===== src/rtl/inst_fetch_queue.sv =====
// inst_fetch_queue: single-outstanding instruction fetcher feeding a PC-tagged FIFO toward decode
module inst_fetch_queue #(
    parameter int DEPTH = 4,
    parameter int XLEN  = 32
) (
    input  logic            Clk_i,
    input  logic            Rst_i,
    input  logic            Start_i,
    input  logic            Flush_i,
    input  logic [XLEN-1:0] PC_i,
    output logic            PCWrite_o,
    output logic            IMemReq_o,
    output logic [XLEN-1:0] IMemAddr_o,
    input  logic            IMemGnt_i,
    input  logic            IMemRvalid_i,
    input  logic [XLEN-1:0] IMemRdata_i,
    output logic [XLEN-1:0] Inst_o,
    output logic [XLEN-1:0] InstPC_o,
    output logic            InstValid_o,
    input  logic            InstReady_i
);
    localparam int AW = $clog2(DEPTH);
    localparam int CW = AW + 1;

    typedef enum logic [1:0] {IDLE, WAIT, DRAIN} state_t;

    state_t          state, state_next;
    logic [CW-1:0]   count;
    logic [AW-1:0]   rd_ptr, wr_ptr;
    logic [XLEN-1:0] tag;
    logic [XLEN-1:0] inst_mem [DEPTH];
    logic [XLEN-1:0] pc_mem   [DEPTH];
    logic            req, grant, push, pop;

    // State register
    always_ff @(posedge Clk_i) begin
        if (Rst_i) state <= IDLE;
        else       state <= state_next;
    end

    // Next state: at most one fetch outstanding; a killed fetch is drained before issuing again
    always_comb begin
        state_next = state;
        unique case (state)
            IDLE:    state_next = grant ? WAIT : IDLE;
            WAIT:    state_next = IMemRvalid_i ? IDLE : (Flush_i ? DRAIN : WAIT);
            DRAIN:   state_next = IMemRvalid_i ? IDLE : DRAIN;
            default: state_next = IDLE;
        endcase
    end

    // Outputs: request only from IDLE with room in the FIFO, all forced low during reset
    always_comb begin
        req         = !Rst_i && state == IDLE && Start_i && !Flush_i && count < CW'(DEPTH);
        grant       = req && IMemGnt_i;
        push        = state == WAIT && IMemRvalid_i && !Flush_i;
        pop         = count != '0 && InstReady_i;
        IMemReq_o   = req;
        PCWrite_o   = !Rst_i && (grant || Flush_i);
        IMemAddr_o  = Rst_i ? '0 : PC_i;
        InstValid_o = !Rst_i && count != '0;
        Inst_o      = Rst_i ? '0 : inst_mem[rd_ptr];
        InstPC_o    = Rst_i ? '0 : pc_mem[rd_ptr];
    end

    // Capture the PC of the granted fetch so the returning word can be tagged
    always_ff @(posedge Clk_i) begin
        if (Rst_i)      tag <= '0;
        else if (grant) tag <= PC_i;
    end

    // FIFO pointers and occupancy; flush overrides any same-cycle push or pop
    always_ff @(posedge Clk_i) begin
        if (Rst_i || Flush_i) begin
            count  <= '0;
            rd_ptr <= '0;
            wr_ptr <= '0;
        end else begin
            count  <= count + CW'(push) - CW'(pop);
            rd_ptr <= rd_ptr + AW'(pop);
            wr_ptr <= wr_ptr + AW'(push);
        end
    end

    // FIFO storage: cleared on reset, written at the tail on each push
    always_ff @(posedge Clk_i) begin
        if (Rst_i) begin
            for (int i = 0; i < DEPTH; i++) begin
                inst_mem[i] <= '0;
                pc_mem[i]   <= '0;
            end
        end else if (push) begin
            inst_mem[wr_ptr] <= IMemRdata_i;
            pc_mem[wr_ptr]   <= tag;
        end
    end
endmodule

===== config.mk =====
export PLATFORM = sky130hd
export DESIGN_NAME = inst_fetch_queue
export DESIGN_NICKNAME = d
export VERILOG_FILES = /design/src/rtl/inst_fetch_queue.sv
export SDC_FILE = /design/constraint.sdc
export NUM_CORES = 1
export LEC_CHECK = 0
export BUFFER_PORTS_ARGS = -buffer_cell sky130_fd_sc_hd__clkbuf_2
export CORE_ASPECT_RATIO = 1.4
export CORE_MARGIN = 5
export CORE_UTILIZATION = 55
export CTS_CLUSTER_SIZE = 12
export DETAILED_ROUTE_END_ITERATION = 7
export PLACE_DENSITY = 0.76
export SLEW_MARGIN = 20
export SYNTH_ARGS = -nofsm -noshare
export SYNTH_HDL_FRONTEND = slang
export SYNTH_SLANG_ARGS = --single-unit

===== constraint.sdc =====
create_clock -name Clk_i -period 3.5 [get_ports Clk_i]
set_input_delay 0.7 -clock Clk_i [delete_from_list [all_inputs] [get_ports Clk_i]]
set_output_delay 0.7 -clock Clk_i [all_outputs]
set_load 0.01 [all_outputs]

==> summary.txt, run 1 <==
Lkg Pwr -> 0.00594 uW
Sequential Power Share -> 55.6%
Post-DP Area -> 14600 sq um
Relative slew slack -> 53.8%
Logic gate share of total power -> 5.3%
Final wirelength -> 27.3 mm
CTS buffer count -> 29
Vias -> 7387
Nets@finish -> 1116
Rows -> 67
Clk root buf -> clkbuf_16
Hold Fails Final Rpt -> 0
Final ANT Viol Nets -> 0
Syn Nets -> 957
RSZ-0062 raised after global routing -> no
Clock network power share -> 39.1%
Startpoint Class -> flip-flop
Share of cells above drive strength 1 -> 29.8%
Max_cap viols -> 0
Total Power -> 7150 uW
Yosys reg bits -> 297
Synth area leader -> edfxtp_1
Hold Startpoint -> IMemRvalid_i
Status -> complete, no violations
Buffers from clock root to sink, at most -> 3
Power Density -> 463 nW/um^2
# clock sinks -> 297
Ranking of synthesized cells by area -> edfxtp_1 57%, and2_1 12%, mux4_2 11%, dfxtp_1 6.1%, nor2b_1 6.0%
Pre-CTS WS -> 0.774 ns
CTS clk-pin slew, worst paths -> 0.06 ns
CTS tree -> yes
Initial DRC Count -> 502
Syn_area_per_cell -> 15.2 sq um
Post-Syn Area -> 13400 sq um
Post-DP HPWL -> 16.1 mm
Final period utilization -> 88.2%
Clk_lat worst skew -> 0.53 ns
CP required -> 2.80 ns
Synth Flop Type -> edfxtp_1
Clock skew -> 0.0102 ns
Sw Share -> 20.8%
CTS Hold Bufs -> 0
Largest net degree at the start of global routing -> 65
Diode count -> 0
GRT Total Usage -> 20.2%
Worst VDD drop -> 0.000373 V
Vias per inst -> 5.38
Chip height -> 195 um
EDFF count, synth -> 256
GRT overflow -> 0
Core area -> 24000 sq um
Crit path from -> rd_ptr[0]
Worst-path maximum fanout -> 39
DRC viols -> 0
Max Slew Vio Count -> 0
I/O Buffers -> 169
Setup violators final -> 0
CP arrival -> 2.39 ns
Vias in the first global route -> 7991
Cell count after synthesis -> 883
Post-CTS Setup Inserts -> 0
Initial Util -> 56.0%
Finished Cell Area -> 15400 sq um
Drt pass-1 iters -> 4
Final TNS setup -> 0 ns
Crit path kind -> reg2out
Final hold slack -> 0.376 ns
Cell variety after synth -> 33
Post-cts sizing count -> 0
Ports -> 170
Worst Tran Pin Value -> 0.694 ns
Minimum clock period -> 3.09 ns
Sequential fraction of the synthesis area -> 63.3%
Die width -> 142 um
Initial antenna violation count -> 0
Total number of yosys warnings -> 0
Sw Pwr -> 1480 uW
H-tree depth -> 1
Post-synth top area share -> 57.2%
Setup WS post-layout -> 0.414 ns
Die Footprint -> 27700 sq um
Async set-reset flop share out of synthesis -> 0%
Reg-to-Reg Start -> count[1]
First-pass GRT wire length -> 44.2 mm
Int Power -> 5670 uW
HP Class -> in2reg
Area grow syn2layout -> 15.0%
Fmax -> 324 MHz
Routability cong. -> 0.747
Critical Path End Type -> primary output
Drt wl/cell -> 19.9 um
-- logic make-up after synthesis --
group,count (synthesis),synth area share (%)
fa+ha+maj,3,0.335
compound gates,5,0.326
simple gates,410,19.4
xor+xnor,6,0.391
flops,297,63.3
mux,97,13.5
buf+inv,65,2.71
-- path summary, 6_finish.rpt --
kind	to	slack, ns	depth (start not counted)
worst max-delay path	InstPC_o[6]	0.41	4
worst min-delay path	state[1]	0.38	2
worst max register to register	count[2]	1.35	7
worst min register to register	state[1]	0.57	2
-- state kept, by name, indices dropped and copies added (netlist names) --
signal,flops
rd_ptr,2
count,3
wr_ptr,2
pc_mem,128
state,2
inst_mem,128
tag,32
-- placed cells by master, fill, tap and decap left out, types with 2 or more instances in the layout --
master,Yosys,final
and2_1,259,259
buf_12,0,8
buf_4,7,14
clkbuf_1,25,20
clkbuf_16,0,29
clkbuf_2,11,168
dfxtp_1,41,39
dfxtp_4,0,2
edfxtp_1,256,256
ha_1,2,2
inv_1,2,2
mux2_1,16,16
mux2_2,16,16
mux4_2,64,64
nor2_1,4,4
nor2b_1,129,129
nor3_1,6,6
nor4b_4,2,2
or2_4,0,3
xnor2_1,3,3
xor2_1,3,3
-- power groups by stage --
stage / clock network, uW / logic (uW) / registers (uW)
6_report: 2800 / 376 / 3980
5_1_grt: 3010 / 409 / 3990
4_1_cts: 2850 / 385 / 3980
3_5_place_dp: 0 / 384 / 4050
3_3_place_gp: 0 / 382 / 4050
2_1_floorplan: 0 / 205 / 4040
-- layer usage --
layer  global-route usage, %  vias to the layer above  share of wire (%)
met3                    2.61                       40                5.5
li1                        -                     3456                  -
met1                    27.7                     3677                 41
met5                       0                        -                  0
met2                    34.1                      214                 51
met4                    5.37                        0                2.1
-- worst max-delay path, stage by stage (launching register included) --
cell and delay (ns):
dfxtp_4 0.57, buf_12 0.36, mux4_2 0.59, nor2b_1 0.15, clkbuf_2 0.15
-- area by class of cell --
| cell class | instances | area [sq um] |
|---|---|---|
| tap | 310 | 388 |
| multi-input combinational | 521 | 4590 |
| fill | 1809 | 8530 |
| inverter | 2 | 7.51 |
| sequential | 297 | 8520 |
| clock inverter | 3 | 16.3 |
| clock buffer | 50 | 815 |
| timing repair buffer | 191 | 1120 |
-- metrics by stage --
stage | util [%] | instances
floorplan | - | 883
global placement | 61.0 | 1321
global route | 64.4 | 1374
finish | 64.4 | 1374
CTS | 64.4 | 1374
detailed placement | 61.0 | 1321
-- cells in the mapped netlist (all sizes together), types with 2 or more instances --
library cell	n
dfxtp	41
clkbuf	36
nor4b	2
mux2	32
edfxtp	256
xor2	3
nor2b	129
buf	27
a31o	2
ha	2
and2	259
or2	3
nor2	5
nor4	2
inv	2
nor3	6
xnor2	3
mux4	64
No activity file was read; power rests on OpenSTA's default activity.
==> run 2: changes to the inputs <==
--- a/config.mk
+++ b/config.mk
@@ -12,6 +12,7 @@
 export CTS_CLUSTER_SIZE = 12
 export DETAILED_ROUTE_END_ITERATION = 7
 export PLACE_DENSITY = 0.76
+export RECOVER_POWER = 25
 export SLEW_MARGIN = 20
 export SYNTH_ARGS = -nofsm -noshare
 export SYNTH_HDL_FRONTEND = slang
==> run 2 against run 1 <==
The flow now finishes with violations (max-capacitance violations, max-slew violations); flip-flop and latch count unchanged; first-iteration DRC count increased by 12%; clock skew decreased by 0.0014 ns; worst setup slack got worse by 0.0075 ns; core utilization decreased by 0.34 points; non-clock buffer count unchanged; worst hold slack got worse by 0.00088 ns; clock-buffer cell count unchanged; design area decreased by 0.53%; fmax decreased by 0.24%; clock power about the same.
==> summary.txt, run 2 (synthesis results as in run 1) <==
Status -> finished with violations
Violated checks -> max-capacitance violations, max-slew violations
Initial DRC Count -> 563
Ports -> 170
# clock sinks -> 297
I/O Buffers -> 169
Most frequent cells in the layout -> 256 x edfxtp_1, 230 x and2_1, 170 x clkbuf_2
Startpoint Class -> flip-flop
Core area -> 24000 sq um
Final period utilization -> 88.4%
Final hold slack -> 0.375 ns
GRT Total Usage -> 20.2%
Clock skew -> 0.00881 ns
Power Density -> 465 nW/um^2
Post-DP HPWL -> 16.1 mm
Share of cells above drive strength 1 -> 28.8%
Metal3 WL -> 1.49 mm
Clk root buf -> clkbuf_16
Post-CTS Setup Inserts -> 0
Rows -> 67
Routability cong. -> 0.747
Minimum clock period -> 3.09 ns
CP required -> 2.80 ns
Drt wl/cell -> 19.9 um
Relative slew slack -> -23.5%
Clk_lat worst skew -> 0.54 ns
Diode count -> 0
Post-cts sizing count -> 0
Lkg Pwr -> 0.00588 uW
GRT overflow -> 0
Met2 WL -> 14.0 mm
Vias -> 7416
Die width -> 142 um
Final ANT Viol Nets -> 0
Met1 wire length -> 11.2 mm
Initial Util -> 56.0%
CTS clk-pin slew, worst paths -> 0.06 ns
Worst Tran Pin Value -> 1.85 ns
Largest net degree at the start of global routing -> 65
CTS tree -> yes
Worst-path maximum fanout -> 39
Most common cell after layout, fill and taps aside -> edfxtp_1
Setup violators final -> 0
Hold Fails Final Rpt -> 0
Max_cap viols -> 1
Buffers from clock root to sink, at most -> 3
Top Registers -> inst_mem x128, pc_mem x128, tag x32
Drt pass-1 iters -> 5
DR top layer -> met4
Die Footprint -> 27700 sq um
CTS Hold Bufs -> 0
Initial antenna violation count -> 0
Area grow syn2layout -> 14.4%
Fmax -> 323 MHz
HP Class -> in2reg
Critical Path End Type -> primary output
Total Power -> 7150 uW
First-pass GRT wire length -> 44.2 mm
Final TNS setup -> 0 ns
Chip height -> 195 um
Final Core Density -> 64.1%
Vias per inst -> 5.40
RSZ-0062 raised after global routing -> no
DRC viols -> 0
CTS buffer count -> 29
Crit path kind -> reg2out
Vias in the first global route -> 7991
CP arrival -> 2.39 ns
Worst VDD drop -> 0.000374 V
Max Slew Vio Count -> 19
Final wirelength -> 27.3 mm
H-tree depth -> 1
Nets@finish -> 1116
-- run 2: worst paths after layout --
path / slack [ns] / startpoint / cells past startpoint / endpoint
max: 0.41 / rd_ptr[0] / 4 / InstPC_o[6]
min: 0.37 / IMemRvalid_i / 2 / state[1]
min reg2reg: 0.57 / tag[16] / 1 / pc_mem[0][16]
max reg2reg: 0.42 / state[1] / 5 / inst_mem[3][11]
-- run 2: metal layers --
metal	GRT usage (%)	vias up
met5	0	-
met4	5.37	0
met3	2.61	43
met2	34.1	207
met1	27.7	3706
li1	-	3460
-- run 2: cell type report --
cell class / instances / area, sq um
clock buffers: 50 / 815
clock inverters: 3 / 16.3
fillers: 1822 / 8610
inverters: 2 / 7.51
multi-input cells: 521 / 4540
flip-flops and latches: 297 / 8520
well taps: 310 / 388
repair buffers: 191 / 1090
-- run 2: where the power goes --
group          internal (uW)  switching (uW)
combinational            156             214
sequential              3940            36.5
clock                   1570            1240
total                   5660            1490
-- run 2: metrics by stage --
| step | setup slack [ns] | instance area [sq um] | cells |
|---|---|---|---|
| after floorplan | 0.645 | 13400 | 883 |
| after global placement | 0.802 | 14600 | 1321 |
| after detailed placement | 0.774 | 14600 | 1321 |
| after CTS | 0.341 | 15400 | 1374 |
| after global routing | 0.166 | 15400 | 1374 |
| final | 0.407 | 15400 | 1374 |
-- run 2: worst max-delay path: stages (launching register included) --
cell	delay [ns]
dfxtp_4	0.58
buf_12	0.36
mux4_2	0.59
nor2b_1	0.15
clkbuf_2	0.15
